$ cat config.mk
export PLATFORM = sky130hd
export DESIGN_NAME = console_uart_tx
export DESIGN_NICKNAME = d
export VERILOG_FILES = /design/src/rtl/console_uart_tx.sv
export SDC_FILE = /design/constraint.sdc
export NUM_CORES = 1
export LEC_CHECK = 0
export CAP_MARGIN = 20
export CORE_MARGIN = 4
export CORE_UTILIZATION = 60
export DETAILED_ROUTE_END_ITERATION = 16
export PLACE_DENSITY = 0.78
export SYNTH_ARGS = -nofsm -noshare
export SYNTH_HDL_FRONTEND = slang
export SYNTH_SLANG_ARGS = --single-unit
$ cat constraint.sdc
create_clock -name clk100M -period 4.2 [get_ports clk100M]
set_input_delay 1.05 -clock clk100M [delete_from_list [all_inputs] [get_ports clk100M]]
set_output_delay 1.05 -clock clk100M [all_outputs]
set_load 0.01 [all_outputs]
$ cat src/rtl/console_uart_tx.sv
// console_uart_tx: FIFO-buffered UART transmitter for the keyboard-to-host path.
// Data width, parity mode, stop-bit count and buffer depth are parameters.
module console_uart_tx #(
    parameter int CLKS_PER_BIT = 868,
    parameter int DATA_BITS    = 8,
    parameter int PARITY       = 0,
    parameter int STOP_BITS    = 1,
    parameter int DEPTH        = 16
) (
    input  logic                     clk100M,
    input  logic                     rst,
    input  logic                     wr_en,
    input  logic [DATA_BITS-1:0]     wr_data,
    output logic                     full,
    output logic [$clog2(DEPTH):0]   count,
    output logic                     overflow,
    input  logic                     clr_overflow,
    output logic                     busy,
    output logic                     uartTx
);
    localparam int AW = $clog2(DEPTH);
    localparam int TW = $clog2(CLKS_PER_BIT);
    localparam int BW = $clog2(DATA_BITS);
    localparam logic [TW-1:0] T_RELOAD = TW'(CLKS_PER_BIT - 1);
    localparam logic [BW-1:0] B_LAST   = BW'(DATA_BITS - 1);
    localparam logic          S_LAST   = 1'(STOP_BITS - 1);
    localparam logic [AW:0]   C_FULL   = (AW + 1)'(DEPTH);

    typedef enum logic [2:0] {
        S_IDLE,
        S_START,
        S_DATA,
        S_PARITY,
        S_STOP
    } state_t;

    logic [DATA_BITS-1:0] mem_q [DEPTH];
    logic [AW-1:0]        wr_ptr_q, wr_ptr_d;
    logic [AW-1:0]        rd_ptr_q, rd_ptr_d;
    logic [AW:0]          count_q, count_d;
    logic                 full_q, full_d;
    logic                 ovf_q, ovf_d;
    state_t               state_q, state_d;
    logic [TW-1:0]        tmr_q, tmr_d;
    logic [BW-1:0]        bit_q, bit_d;
    logic                 stp_q, stp_d;
    logic [DATA_BITS-1:0] shift_q, shift_d;
    logic                 par_q, par_d;
    logic                 tx_q, tx_d;
    logic                 push;
    logic                 pop;
    logic [DATA_BITS-1:0] head;
    logic                 head_par;

    assign push     = wr_en & ~full_q;
    assign head     = mem_q[rd_ptr_q];
    assign head_par = (PARITY == 2) ? ~(^head) : (^head);

    // FIFO pointer, occupancy and sticky overflow next-state
    always_comb begin
        wr_ptr_d = wr_ptr_q;
        rd_ptr_d = rd_ptr_q;
        count_d  = count_q;
        ovf_d    = ovf_q;
        if (push) wr_ptr_d = wr_ptr_q + AW'(1);
        if (pop)  rd_ptr_d = rd_ptr_q + AW'(1);
        unique case ({push, pop})
            2'b10:   count_d = count_q + (AW + 1)'(1);
            2'b01:   count_d = count_q - (AW + 1)'(1);
            default: count_d = count_q;
        endcase
        full_d = (count_d == C_FULL);
        if (clr_overflow)    ovf_d = 1'b0;
        if (wr_en && full_q) ovf_d = 1'b1;
    end

    // Serialiser FSM: bit timing, pops and the registered line level
    always_comb begin
        state_d = state_q;
        tmr_d   = tmr_q;
        bit_d   = bit_q;
        stp_d   = stp_q;
        shift_d = shift_q;
        par_d   = par_q;
        pop     = 1'b0;
        unique case (state_q)
            S_IDLE: begin
                if (count_q != '0) begin
                    pop     = 1'b1;
                    shift_d = head;
                    par_d   = head_par;
                    tmr_d   = T_RELOAD;
                    state_d = S_START;
                end
            end
            S_START: begin
                if (tmr_q == '0) begin
                    tmr_d   = T_RELOAD;
                    bit_d   = '0;
                    state_d = S_DATA;
                end else begin
                    tmr_d = tmr_q - TW'(1);
                end
            end
            S_DATA: begin
                if (tmr_q == '0) begin
                    tmr_d = T_RELOAD;
                    if (bit_q == B_LAST) begin
                        stp_d   = 1'b0;
                        state_d = (PARITY != 0) ? S_PARITY : S_STOP;
                    end else begin
                        bit_d   = bit_q + BW'(1);
                        shift_d = shift_q >> 1;
                    end
                end else begin
                    tmr_d = tmr_q - TW'(1);
                end
            end
            S_PARITY: begin
                if (tmr_q == '0) begin
                    tmr_d   = T_RELOAD;
                    stp_d   = 1'b0;
                    state_d = S_STOP;
                end else begin
                    tmr_d = tmr_q - TW'(1);
                end
            end
            S_STOP: begin
                if (tmr_q == '0) begin
                    tmr_d = T_RELOAD;
                    if (stp_q == S_LAST) begin
                        if (count_q != '0) begin
                            pop     = 1'b1;
                            shift_d = head;
                            par_d   = head_par;
                            state_d = S_START;
                        end else begin
                            state_d = S_IDLE;
                        end
                    end else begin
                        stp_d = 1'b1;
                    end
                end else begin
                    tmr_d = tmr_q - TW'(1);
                end
            end
            default: state_d = S_IDLE;
        endcase
        unique case (state_d)
            S_START:  tx_d = 1'b0;
            S_DATA:   tx_d = shift_d[0];
            S_PARITY: tx_d = par_d;
            default:  tx_d = 1'b1;
        endcase
    end

    // State registers with synchronous reset
    always_ff @(posedge clk100M) begin
        if (rst) begin
            wr_ptr_q <= '0;
            rd_ptr_q <= '0;
            count_q  <= '0;
            full_q   <= 1'b0;
            ovf_q    <= 1'b0;
            state_q  <= S_IDLE;
            tmr_q    <= '0;
            bit_q    <= '0;
            stp_q    <= 1'b0;
            shift_q  <= '0;
            par_q    <= 1'b0;
            tx_q     <= 1'b1;
        end else begin
            wr_ptr_q <= wr_ptr_d;
            rd_ptr_q <= rd_ptr_d;
            count_q  <= count_d;
            full_q   <= full_d;
            ovf_q    <= ovf_d;
            state_q  <= state_d;
            tmr_q    <= tmr_d;
            bit_q    <= bit_d;
            stp_q    <= stp_d;
            shift_q  <= shift_d;
            par_q    <= par_d;
            tx_q     <= tx_d;
        end
    end

    // FIFO storage, written only on an accepted push
    always_ff @(posedge clk100M) begin
        if (push) mem_q[wr_ptr_q] <= wr_data;
    end

    assign full     = full_q;
    assign count    = count_q;
    assign overflow = ovf_q;
    assign busy     = (state_q != S_IDLE);
    assign uartTx   = tx_q;
endmodule
==> flow_summary.toml, run 1 <==
[timing]
finalSetupViolations = 0
worst_pin_slew_ps = 882
fin_hold_ws_ps = 473
finalWorstSetupSlack_ps = 681
timing.final.crit_share = 0.838
fmax_ghz = 0.284
finalMaxSlewViolations = 0
tns_ps = 0
min_period_ps = 3520
skew_ps = 8.00
grt_setup_unrepaired = "false"
slew-limit-headroom = 0.410
final_hold_viol_count = 0

[synth]
synth.most_common_cell = "edfxtp_1"
yosysWarnings = 0
yosysSeqAreaShare = 0.657
async_flop_share = 0
synth_edf_count = 128
synth_common_cells = "128 x edfxtp_1, 65 x nor2_1, 45 x dfxtp_1, 23 x mux4_2, 20 x nand2_1"
synth_fa_ha_area_frac = 0.0191
synthCells = 481
synth.distinct_cells = 56
synth_mux_area_frac = 0.113
synth_nets = 504
synth_compound_area_frac = 0.0693
ys_ff_latch = 173
synth_top_cell_area_share = 0.533
synth-simple-area-share = 0.0849
synth_top_area_cell = "edfxtp_1"
synth_top_family_by_area = "multiplexers"
netlist_top_cells_area = "edfxtp_1 53%, dfxtp_1 12%, mux4_2 7.2%, nor2_1 3.4%, mux4_1 2.9%"
syn_area_um2 = 7220
syn_avg_cell_area_um2 = 15.0
synth_xor_xnor_area_share = 0.0286
synth_ff_type = "edfxtp_1"

[cells_and_area]
n_fill_cell = 730
diodes = 0
syn_to_final_growth_pct = 12.9
design_area_um2 = 8150
final_layout_size_suffix_gt1_frac = 0.153
fin_cells = 665
fin_nets = 532

[global_routing]
grt_max_degree = 22
grt_pass1_wl_um = 22600
grt_overflow = 0
grt_pass1_vias = 4153
antenna_found_initial = 0
track_usage = 0.217

[status]
status = "finished, final reports clean"

[pwr]
powerDensity_nw_per_um2 = 665
p_leak_nw = 2.77
peakVddDrop_v = 0.000397

[place]
io_buffers = 20
placed_cell_area_um2 = 7570
gp_congestion = 0.881
pre_cts_slack_ps = 573
numPlacedInstances = 633
dpl.hpwl_um = 8820

[detailed_routing]
drtIter0Drc = 428
drcViolationCount = 0
drtAntennaViolNets = 0
wire_per_inst_um = 21.2
vias = 4125
via_per_inst = 6.20
drt-total-wl_um = 14100
firstDrtPassIters = 5

[clock_tree]
clock-sinks = 173
clock_path_buffers = 2
cts-root-buf = "clkbuf_16"
postCtsHoldBufs = 0
h-tree-depth = 4
cts_buffers = 17
clkLatencyLatePin_ps = 430
cts_setup_buffers = 0
clkTransAtPathRegs_ps = 70
cts_tree = "done"
cts_resized = 0

[setup_path]
cp_max_fo = 14
reg2reg_to = "full"
end_kind = "flip-flop"
worst-endpoint-required_ps = 4570
path_class = "reg -> reg"
crit_path_start_kind = "flip-flop"
r2r-start = "tmr_q[0]"
ff2ff_setup_slack_ps = 680
cp.arrival_ps = 3890
r2r.worst_path.cells = 16

[hold_path]
min_from = "overflow"
hold_class = "reg -> reg"
whs_endpoint = "overflow"
whs_path_depth = 2

[floorplanning]
io_pins = 21
dieArea_um2 = 13800
initial_core_util = 0.622
die_w_um = 118
core_um2 = 11600
placementRows = 39
dieHeight_um = 118

[flow_run]
maxCapViolCount = 0
-- final cells by class --
class                      instances  area (µm²)  area share
timing repair buffer              37         328      0.0402
clock buffer                      17         425      0.0522
tap                              143         179      0.0220
inverter                          10        37.5     0.00461
clock inverter                    15         158      0.0193
sequential                       173        4750       0.582
multi-input combinational        270        2280       0.279
-- state kept, by name, indices dropped and copies added (netlist names), named ones only --
signal,flops
par_q,1
count,5
shift_q,8
state_q,3
tmr_q,10
overflow,1
uartTx,1
wr_ptr_q,4
mem_q,128
full,1
rd_ptr_q,4
bit_q,3
-- through the flow --
stage | utilization | total power [W]
after floorplan | - | 0.00352
after detailed placement | 0.651 | 0.00389
after global routing | 0.702 | 0.00571
after CTS | 0.702 | 0.00544
after global placement | 0.651 | 0.00383
final | 0.702 | 0.00542
-- metal layers --
metal	track usage	vias up	wire length, µm
met4	0.0974	0	419
li1	-	1901	-
met2	0.361	149	7090
met3	0.0572	27	732
met1	0.267	2048	5830
met5	0	-	0
-- layout by cell type, fill, tap and decap left out, types with 3 or more instances in the layout --
master,instances
a22oi_1,10
o21ai_0,9
a21o_1,3
dfxtp_1,44
inv_8,3
mux4_2,23
nor2b_1,11
clkdlybuf4s50_1,20
nand2_1,20
mux4_1,8
nand3_1,3
a21oi_1,15
xor2_1,10
inv_1,10
clkbuf_16,17
edfxtp_1,128
nor2_1,65
clkinv_4,4
nand2b_1,5
a221oi_1,5
buf_4,17
ha_1,11
nor3_1,11
a222oi_1,7
xnor2_1,9
mux2i_1,9
a211o_1,4
-- power breakdown --
| part | switching, W | internal, W |
|---|---|---|
| combinational | 0.000876 | 0.000821 |
| clock | 0.000692 | 0.000837 |
| sequential | 0.000183 | 0.00201 |
| total | 0.00175 | 0.00367 |
-- critical path, cell delays in order (launching register included) --
cell and delay [ps]:
dfxtp_1 340, inv_1 60, ha_1 170, nand2b_1 100, nand4b_1 180, buf_4 210
a2111oi_4 400, ha_1 400, xor2_1 220, ha_1 250, a21o_1 140, nand2_1 70
a21oi_1 150, a221oi_1 80, or3_1 320, a21oi_1 160, and4_1 210
-- worst max path at each step --
stage / end / cells past startpoint / from
finish: full / 16 / tmr_q[0]
global route: full / 16 / tmr_q[1]
CTS: full / 16 / tmr_q[0]
detailed placement: full / 13 / wr_en
global placement: full / 13 / wr_en
floorplan: full / 17 / tmr_q[0]
-- logic make-up (layout without fill, tap and decap cells) --
family	count (synthesis)	count (layout)
compound gates	67	67
xor+xnor	21	21
fa+ha+maj	11	11
buf+inv	38	79
flops	173	173
mux	40	40
simple gates	131	131
(Power assumes the default switching activity.)
==> run 2, diff against run 1 <==
clock period = 3.5 ns   (was 4.2 ns; I/O delays follow)
==> run 2 against run 1 <==
  * Cell area increased by 0.75%
  * Count of clock-buffer cells in the layout increased by 1
  * Hold slack got worse by 1.2 ps
  * Critical path depth decreased by 3
  * Flip-flop and latch count unchanged
  * Global-route usage decreased by 0.11 points
  * First-iteration DRC count decreased by 2.1%
  * Non-clock buffer count increased by 10
  * Clock skew decreased by 0.94 ps
==> flow_summary.toml, run 2 (synthesis gave the netlist of run 1 again) <==
[detailed_routing]
met3RoutedLength_um = 747
top_layer_used = "met4"
via_per_inst = 6.20
vias = 4185
wl_met2_um = 7330
drtIter0Drc = 419
firstDrtPassIters = 6
drcViolationCount = 0
wl_met1_um = 5850
drtAntennaViolNets = 0
drt-total-wl_um = 14200
wire_per_inst_um = 21.0

[floorplanning]
io_pins = 21
dieHeight_um = 118
core_um2 = 11600
dieArea_um2 = 13800
initial_core_util = 0.622
die_w_um = 118
placementRows = 39

[timing]
final_hold_viol_count = 0
finalSetupViolations = 0
skew_ps = 7.06
slew-limit-headroom = 0.569
min_period_ps = 3190
fmax_ghz = 0.313
worst_pin_slew_ps = 645
tns_ps = 0
timing.final.crit_share = 0.912
finalMaxSlewViolations = 0
grt_setup_unrepaired = "false"

[setup_path]
end_kind = "flip-flop"
path_class = "reg -> reg"
cpMaxStageDelayCell = "a2111oi_4"
ff2ff_setup_slack_ps = 310
cp_max_fo = 5
cp.arrival_ps = 3560
worst-endpoint-required_ps = 3870
critPathMaxStageDelay_ps = 410
crit_family = "simple AND/OR/NAND/NOR gates"
crit_path_start_kind = "flip-flop"
path_buf_inv = 0
cp_cell_sequence = "nor3_1 -> nand4b_1 -> a2111oi_4 -> ha_1 -> xor2_1 -> ha_1 -> a21o_1 -> nand2_1 -> a21oi_1 -> a221oi_1 -> or3_1 -> a21oi_1 -> and4_1"

[pwr]
p_sw_w = 0.00212
p_int_w = 0.00435
clkPwrFrac = 0.271
p_leak_nw = 2.82
powerDensity_nw_per_um2 = 787
peakVddDrop_v = 0.000446
power_frac_comb = 0.327
swShare = 0.327
seq_power_share = 0.402

[flow_run]
maxCapViolCount = 0

[global_routing]
antenna_found_initial = 0
grt_pass1_wl_um = 22700
grt_max_degree = 36
grt_pass1_vias = 4141
grt_overflow = 0
track_usage = 0.215

[cells_and_area]
regMostFlops = "mem_q"
reg.largest.list = "mem_q: 128 flops, tmr_q: 10 flops, shift_q: 8 flops"
multi_input_area_um2 = 2280
fin_nets = 542
largest_reg_flops = 128
final_cell_mix = "128 x edfxtp_1, 65 x nor2_1, 44 x dfxtp_1, 26 x buf_4, 23 x mux4_2"
diodes = 0
design_area_um2 = 8210
syn_to_final_growth_pct = 13.7
layout_commonest_cell = "edfxtp_1"
regArea_um2 = 4750
n_fill_cell = 728
final_layout_size_suffix_gt1_frac = 0.167

[clock_tree]
cts_buffers = 17
clock_path_buffers = 2
cts_resized = 0
cts_setup_buffers = 0
clkTransAtPathRegs_ps = 70
cts-root-buf = "clkbuf_16"
h-tree-depth = 4
cts_tree = "done"
postCtsHoldBufs = 0
clkLatencyLatePin_ps = 420
clock-sinks = 173

[status]
status = "finished, final reports clean"

[place]
io_buffers = 20
dpl.hpwl_um = 9380
placed_cell_area_um2 = 7650
gp_congestion = 0.861

[hold_path]
hold_class = "reg -> reg"
[run 2: cell count changes in the layout (fill, tap and decap cells not counted), sizes merged]
cell	before	now
clkbuf	17	18
buf	17	27
bufinv	1	0
clkinv	7	4
inv	15	18
[run 2: area by class of cell]
type	count	share of cell area
flip-flops and latches	173	0.578
multi-input cells	270	0.277
clock buffers	18	0.0523
repair buffers	47	0.0506
well taps	143	0.0218
clock inverters	14	0.0155
inverters	10	0.00457
[run 2: worst reg2reg max path, delay by kind of cell, from the launching register on]
family	cells	cell delay (ps)
AND/OR/NAND/NOR	5	1220
AO/OA/AOI/OAI	5	950
adder cells (fa/ha/maj)	2	480
flip-flops	1	350
XOR/XNOR	1	160
[run 2: worst paths after layout]
kind / startpoint / endpoint / cells after the start
worst min register to register: overflow / overflow / 2
worst max-delay path: tmr_q[5] / full / 13
worst max register to register: tmr_q[5] / full / 13
worst min-delay path: overflow / overflow / 2
[run 2: per-stage QoR]
step	worst slack [ps]	total power, W	utilization	std cells	hold slack (ps)
floorplan	37.8	0.00423	-	481	458
global placement	253	0.00463	0.659	643	452
detailed placement	114	0.00472	0.659	643	465
CTS	310	0.00649	0.707	675	474
global route	96.6	0.00681	0.707	675	492
finish	309	0.00646	0.707	675	472
[run 2: power groups by stage]
| stage | sequential [W] | clock, W | combinational (W) |
|---|---|---|---|
| global route | 0.00262 | 0.00188 | 0.00231 |
| finish | 0.00260 | 0.00175 | 0.00211 |
| detailed placement | 0.00264 | 0 | 0.00209 |
| CTS | 0.00259 | 0.00178 | 0.00212 |
| floorplan | 0.00256 | 0 | 0.00166 |
| global placement | 0.00262 | 0 | 0.00201 |
[run 2: per-layer routing]
metal | track usage | vias up
li1 | - | 1921
met5 | 0 | -
met1 | 0.284 | 2117
met4 | 0.0747 | 0
met3 | 0.0514 | 18
met2 | 0.354 | 129
